--- src/rtl/four_12_12_pkg.sv ---
// Shared constants and state encoding for the four_12_12 stage-2 control slice.
package four_12_12_pkg;

    localparam int NUM_PHASES = 12;
    localparam int PIPE_DEPTH = 6;
    localparam int DATA_AW    = 10;
    localparam int TAP_AW     = 5;

    typedef enum logic [1:0] {
        IDLE   = 2'd0,
        FWD    = 2'd1,
        UPDATE = 2'd2,
        DRAIN  = 2'd3
    } seq_state_t;

endpackage

--- src/rtl/four_12_12_delay_line.sv ---
// Fixed-latency shift register with synchronous active-high clear.
module four_12_12_delay_line #(
    parameter int WIDTH = 1,
    parameter int DEPTH = 6
) (
    input  logic             clk,
    input  logic             reset,
    input  logic [WIDTH-1:0] din,
    output logic [WIDTH-1:0] dout
);

    logic [WIDTH-1:0] pipe [DEPTH];

    // NOTE: the stages are cleared on reset so an aborted frame cannot push stale valids out later.
    always_ff @(posedge clk) begin
        if (reset) begin
            for (int i = 0; i < DEPTH; i++) pipe[i] <= '0;
        end else begin
            pipe[0] <= din;
            for (int i = 1; i < DEPTH; i++) pipe[i] <= pipe[i-1];
        end
    end

    assign dout = pipe[DEPTH-1];

endmodule

--- src/rtl/four_12_12_st2_seq_ctrl.sv ---
// Stage-2 frame sequencer: forward reads, optional error-update pass, pipeline drain.
// Next-cycle outputs are computed from the current state and registered with it.
module four_12_12_st2_seq_ctrl #(
    parameter int NUM_PHASES = four_12_12_pkg::NUM_PHASES,
    parameter int PIPE_DEPTH = four_12_12_pkg::PIPE_DEPTH,
    parameter int DATA_AW    = four_12_12_pkg::DATA_AW,
    parameter int TAP_AW     = four_12_12_pkg::TAP_AW
) (
    input  logic               clk,
    input  logic               reset,
    input  logic               start,
    input  logic [DATA_AW-1:0] data_base,
    input  logic               update_req,
    input  logic               stage_2_data_out_rdy,
    output logic               busy,
    output logic               done,
    output logic [TAP_AW-1:0]  tap_address,
    output logic [DATA_AW-1:0] data_read_addr,
    output logic               active_normal,
    output logic               active_start_d,
    output logic               active,
    output logic [3:0]         error_phase,
    output logic               error_update_first,
    output logic               error_update_latch,
    output logic               error_tap_update_out
);
    import four_12_12_pkg::*;

    localparam int CW = $clog2(NUM_PHASES + 1);
    localparam int DW = (PIPE_DEPTH > 1) ? $clog2(PIPE_DEPTH) : 1;
    localparam logic [CW-1:0] CNT_END    = CW'(NUM_PHASES);
    localparam logic [DW-1:0] DRAIN_LAST = DW'(PIPE_DEPTH - 1);

    seq_state_t         state, state_nx;
    logic [CW-1:0]      cnt, cnt_nx, fwd_idx, upd_idx;
    logic [DW-1:0]      drain_cnt, drain_nx;
    logic [DATA_AW-1:0] base_r, base_nx, fwd_base, addr_nx;
    logic [TAP_AW-1:0]  tap_nx;
    logic [3:0]         phase_nx;
    logic               upd_pend, upd_pend_nx, fwd_issue, upd_issue;
    logic               busy_nx, done_nx, an_nx, start_d_nx, first_nx, latch_nx, tap_upd_nx;

    always_comb begin
        // NOTE: every signal takes a default first, so no branch can leave one unassigned.
        state_nx    = state;
        cnt_nx      = cnt;
        drain_nx    = drain_cnt;
        base_nx     = base_r;
        upd_pend_nx = upd_pend;
        fwd_issue   = 1'b0;
        fwd_idx     = cnt;
        fwd_base    = base_r;
        upd_issue   = 1'b0;
        upd_idx     = cnt;
        tap_nx      = tap_address;
        addr_nx     = data_read_addr;
        phase_nx    = error_phase;
        an_nx       = 1'b0;
        start_d_nx  = 1'b0;
        first_nx    = 1'b0;
        latch_nx    = 1'b0;
        tap_upd_nx  = 1'b0;

        case (state)
            IDLE: if (start) begin
                state_nx  = FWD;
                base_nx   = data_base;
                cnt_nx    = '0;
                fwd_issue = stage_2_data_out_rdy;
                fwd_idx   = '0;
                fwd_base  = data_base;
            end
            FWD: if (cnt == CNT_END) begin
                cnt_nx = '0;
                if (upd_pend) begin
                    state_nx    = UPDATE;
                    upd_pend_nx = 1'b0;
                    upd_issue   = 1'b1;
                    upd_idx     = '0;
                end else begin
                    state_nx = DRAIN;
                    drain_nx = '0;
                end
            end else begin
                fwd_issue = stage_2_data_out_rdy;
            end
            UPDATE: if (cnt == CNT_END) begin
                state_nx = DRAIN;
                drain_nx = '0;
            end else begin
                upd_issue = 1'b1;
            end
            DRAIN: if (drain_cnt == DRAIN_LAST) state_nx = IDLE;
                   else drain_nx = drain_cnt + 1'b1;
            default: state_nx = IDLE;
        endcase

        // A request arriving on the UPDATE-entry cycle survives the clear above.
        if (update_req) upd_pend_nx = 1'b1;

        if (fwd_issue) begin
            an_nx      = 1'b1;
            start_d_nx = (fwd_idx == '0);
            tap_nx     = TAP_AW'(fwd_idx);
            addr_nx    = fwd_base + DATA_AW'(fwd_idx);
            cnt_nx     = fwd_idx + 1'b1;
        end
        if (upd_issue) begin
            an_nx      = 1'b1;
            first_nx   = (upd_idx == '0);
            latch_nx   = 1'b1;
            tap_upd_nx = 1'b1;
            tap_nx     = TAP_AW'(NUM_PHASES) + TAP_AW'(upd_idx);
            phase_nx   = 4'(upd_idx);
            cnt_nx     = upd_idx + 1'b1;
        end

        done_nx = (state_nx == DRAIN) && (drain_nx == DRAIN_LAST);
        busy_nx = (state_nx != IDLE);
    end

    // NOTE: sequential state uses non-blocking assignments so all flops update from pre-edge values.
    always_ff @(posedge clk) begin
        if (reset) begin
            state                <= IDLE;
            cnt                  <= '0;
            drain_cnt            <= '0;
            base_r               <= '0;
            upd_pend             <= 1'b0;
            busy                 <= 1'b0;
            done                 <= 1'b0;
            tap_address          <= '0;
            data_read_addr       <= '0;
            active_normal        <= 1'b0;
            active_start_d       <= 1'b0;
            error_phase          <= '0;
            error_update_first   <= 1'b0;
            error_update_latch   <= 1'b0;
            error_tap_update_out <= 1'b0;
        end else begin
            state                <= state_nx;
            cnt                  <= cnt_nx;
            drain_cnt            <= drain_nx;
            base_r               <= base_nx;
            upd_pend             <= upd_pend_nx;
            busy                 <= busy_nx;
            done                 <= done_nx;
            tap_address          <= tap_nx;
            data_read_addr       <= addr_nx;
            active_normal        <= an_nx;
            active_start_d       <= start_d_nx;
            error_phase          <= phase_nx;
            error_update_first   <= first_nx;
            error_update_latch   <= latch_nx;
            error_tap_update_out <= tap_upd_nx;
        end
    end

    four_12_12_delay_line #(
        .WIDTH (1),
        .DEPTH (PIPE_DEPTH)
    ) u_active_dly (
        .clk   (clk),
        .reset (reset),
        .din   (active_normal),
        .dout  (active)
    );

endmodule

--- config.mk ---
export PLATFORM = sky130hd
export DESIGN_NAME = four_12_12_st2_seq_ctrl
export DESIGN_NICKNAME = d
export VERILOG_FILES = /design/src/rtl/four_12_12_pkg.sv /design/src/rtl/four_12_12_delay_line.sv /design/src/rtl/four_12_12_st2_seq_ctrl.sv
export SDC_FILE = /design/constraint.sdc
export NUM_CORES = 1
export LEC_CHECK = 0
export BUFFER_PORTS_ARGS = -buffer_cell sky130_fd_sc_hd__clkbuf_2
export CORE_MARGIN = 4
export CORE_UTILIZATION = 50
export CTS_CLUSTER_DIAMETER = 50
export DETAILED_ROUTE_END_ITERATION = 10
export PLACE_DENSITY = 0.8
export SLEW_MARGIN = 15
export SYNTH_ARGS = -nofsm -noshare
export SYNTH_HDL_FRONTEND = slang
export SYNTH_SLANG_ARGS = --single-unit
--- constraint.sdc ---
create_clock -name clk -period 8.2 [get_ports clk]
set_clock_uncertainty 0.05 [all_clocks]
set_input_delay 0 -clock clk [delete_from_list [all_inputs] [get_ports clk]]
set_output_delay 0 -clock clk [all_outputs]
set_load 0.005 [all_outputs]
==> metrics.cfg <==
[run_status]
status = completed

[floorplan]
dieHeight_um = 81.7
die-area_um2 = 6680
initial_utilization = 0.525
fp.dieW_um = 81.7
ios = 42
coreArea_um2 = 5170
rows = 26

[logic_synthesis]
ys_dominant_reg_cell = dfxtp_1
synthCells = 313
syn_nets = 345
synthArstFlopShare = 0
synth.distinct_cells = 59
yosysWarnings = 0
synth_top_area_share = 0.376
ys_seq_elements = 51
syn_avg_cell_area_um2 = 8.68
synth.area.top_cells = dfxtp_1, ha_1, nor2_1, nand2_1, nand3_1
synth_area_leader_cell = dfxtp_1
yosysSeqAreaShare = 0.376
synth-edff-count = 0
syn-cell-area_um2 = 2720

[routing]
routedWlPerCell_um = 14.9
vias = 2443
routed_via_density = 5.80
first_iter_violations = 184
wl_mm = 6.26
drc = 0
ant_nets = 0
firstDrtPassIters = 4

[sta]
setup-violations-final = 0
rsz0062_at_grt = false
worst_slew_pin_slew_ps = 994
period_share = 0.376
fmax_mhz = 325
slew_headroom = 0.335
layout_min_cycle_time_ps = 3080
timing.setup.tns_ps = 0
hold_viol_final = 0
maxSlewViolCount = 0

[clock_tree]
cts_sinks = 51
clock_latency_ps = 310
cts_setup_buffers = 0
cts-buffers-inserted = 5
cts-root-buf = clkbuf_8
ctsResizeCount = 0
htreeDepth = 2
cts_tree = yes
clock_path_buffers = 2
clkTransAtPathRegs_ps = 100

[worst_setup_path]
crit_path_start = state[0]
worstPathCellList = inv_1 -> ha_1 -> and2_4 -> mux2i_1 -> inv_1 -> ha_1 -> a211o_1 -> a21oi_1 -> nor3_1 -> xnor2_1 -> a22o_1
reg2reg_setup_slack_ps = 5120
cp_max_fo = 14
worst-r2r-cell-count = 11
reg2reg_from = state[0]
worst_r2r_endpoint = data_read_addr[7]
startpoint_type = flip-flop
critPathBufInv = 2
arrival_ps = 3240
required_ps = 8360
cp_top_family = compound AO/OA/AOI/OAI gates
cpMaxStageDelayCell = mux2i_1
end_kind = flip-flop
worst-setup-path-type = reg -> reg
slowest_delay_ps = 410

[worst_hold_path]
hp-class = in -> reg
whs_path_depth = 3
holdPathEnd = state[0]
worstHoldStart = start

[power_and_ir_drop]
p_per_area_nw_per_um2 = 183
ir_worst_vdd_mv = 0.0964
power_leakage_nw = 1.30
power_mw = 0.567

[global_routing]
grt_max_degree = 46
grtUsageTotal = 0.207
antenna_found_initial = 0
gr-total-overflow = 0
grt_pass1_wl_mm = 10.8
grt_pass1_vias = 2322

[final_layout]
final_net_count = 382
drive_above_1_share = 0.182
diodes = 0
final_cell_mix = dfxtp_1, clkbuf_2, nor2_1
final_common_cell = dfxtp_1
design_area_um2 = 3100
syn2layout_area_growth_pct = 14.0
multi_input_area_um2 = 1520
seq_area_um2 = 1020
n_fill_cell = 461

[placed_design]
hpwl_mm = 4.33
io_buffers = 41
gp_congestion = 0.905
placed_cell_area_um2 = 2900

[job]
cap_viol_max_count = 0

-- worst max path at each step --
stage                        end  slack, ps  cells past startpoint
2_1_floorplan  data_read_addr[8]       5270                     14
3_3_place_gp   data_read_addr[6]       5310                     12
3_5_place_dp   data_read_addr[8]       5200                     12
4_1_cts        data_read_addr[7]       5140                     11
5_1_grt        data_read_addr[7]       4920                     11
6_report       data_read_addr[7]       5120                     11
-- sequential cells by signal, indices dropped and copies added (netlist names), 2 cells and up --
register / cells
base_r: 10
data_read_addr: 10
u_active_dly.pipe: 6
tap_address: 5
cnt: 4
error_phase: 4
drain_cnt: 3
state: 2
-- power by group --
group          leakage [nW]  switching [mW]  internal [mW]  total (mW)
Clock                0.0654          0.0832          0.122       0.205
Combinational         0.819          0.0556         0.0374      0.0931
Sequential            0.415         0.00932          0.260       0.269
Total                  1.30           0.148          0.419       0.567
-- worst min-delay path, delay by kind of cell --
kind,cells,cell delay (ps)
AO/OA/AOI/OAI,1,80
AND/OR/NAND/NOR,1,90
buffers and inverters,1,150
-- through the flow --
step,std cells,worst slack [ps],hold slack (ps),util
after floorplan,313,5270,67.4,-
after global placement,406,5310,171,0.560
after detailed placement,406,5200,184,0.560
after CTS,421,5140,0.783,0.599
after global routing,421,4920,16.8,0.599
final,421,5120,8.68,0.599
-- what timing repair did --
item                       CTS  global route
hold buffers                 7             0
hold endpoints to repair     7             0
setup endpoints to repair    0             0
-- cells by family (layout without fill, tap and decap cells) --
| family | Yosys count | count (layout) | share of synthesized area |
|---|---|---|---|
| multiplexers | 11 | 11 | 0.0511 |
| buffers and inverters | 34 | 72 | 0.0654 |
| AO/OA/AOI/OAI | 80 | 80 | 0.205 |
| AND/OR/NAND/NOR | 117 | 117 | 0.212 |
| adder cells (fa/ha/maj) | 17 | 17 | 0.0811 |
| XOR/XNOR | 3 | 3 | 0.00967 |
| flip-flops | 51 | 51 | 0.376 |
-- cells in the mapped netlist, types with 2 or more instances --
library cell / n
a211oi_1: 8
nor3_1: 4
xor2_1: 2
and2_1: 7
nand2_1: 26
a31oi_1: 7
nor2_1: 34
ha_1: 16
buf_12: 2
mux2i_1: 6
buf_2: 5
mux2_2: 3
a21o_1: 3
a221oi_1: 3
nand3_1: 18
or3_1: 2
o211ai_1: 4
o22ai_1: 2
nand4_1: 2
inv_1: 14
nor2b_1: 10
and3_1: 4
a21oi_1: 17
o31ai_1: 2
o21ai_0: 13
buf_4: 3
a31o_2: 2
a211o_1: 2
dfxtp_1: 51
nor4_1: 2
mux2i_4: 2
a311oi_1: 3
clkbuf_1: 8
-- layer usage --
layer  wire, µm  part of all wire  track usage
met5          0                 0            0
met4        106             0.017       0.0797
met3        289             0.046       0.0428
met2       2900              0.46        0.319
met1       2960              0.47        0.283
-- cell type report --
| type | instances | area share |
|---|---|---|
| Clock inverter | 2 | 0.0194 |
| Multi-Input combinational cell | 228 | 0.490 |
| Sequential cell | 51 | 0.330 |
| Clock buffer | 6 | 0.0234 |
| Timing Repair Buffer | 49 | 0.0913 |
| Tap cell | 70 | 0.0283 |
| Inverter | 15 | 0.0182 |
Power figures use the tool's default switching activity.
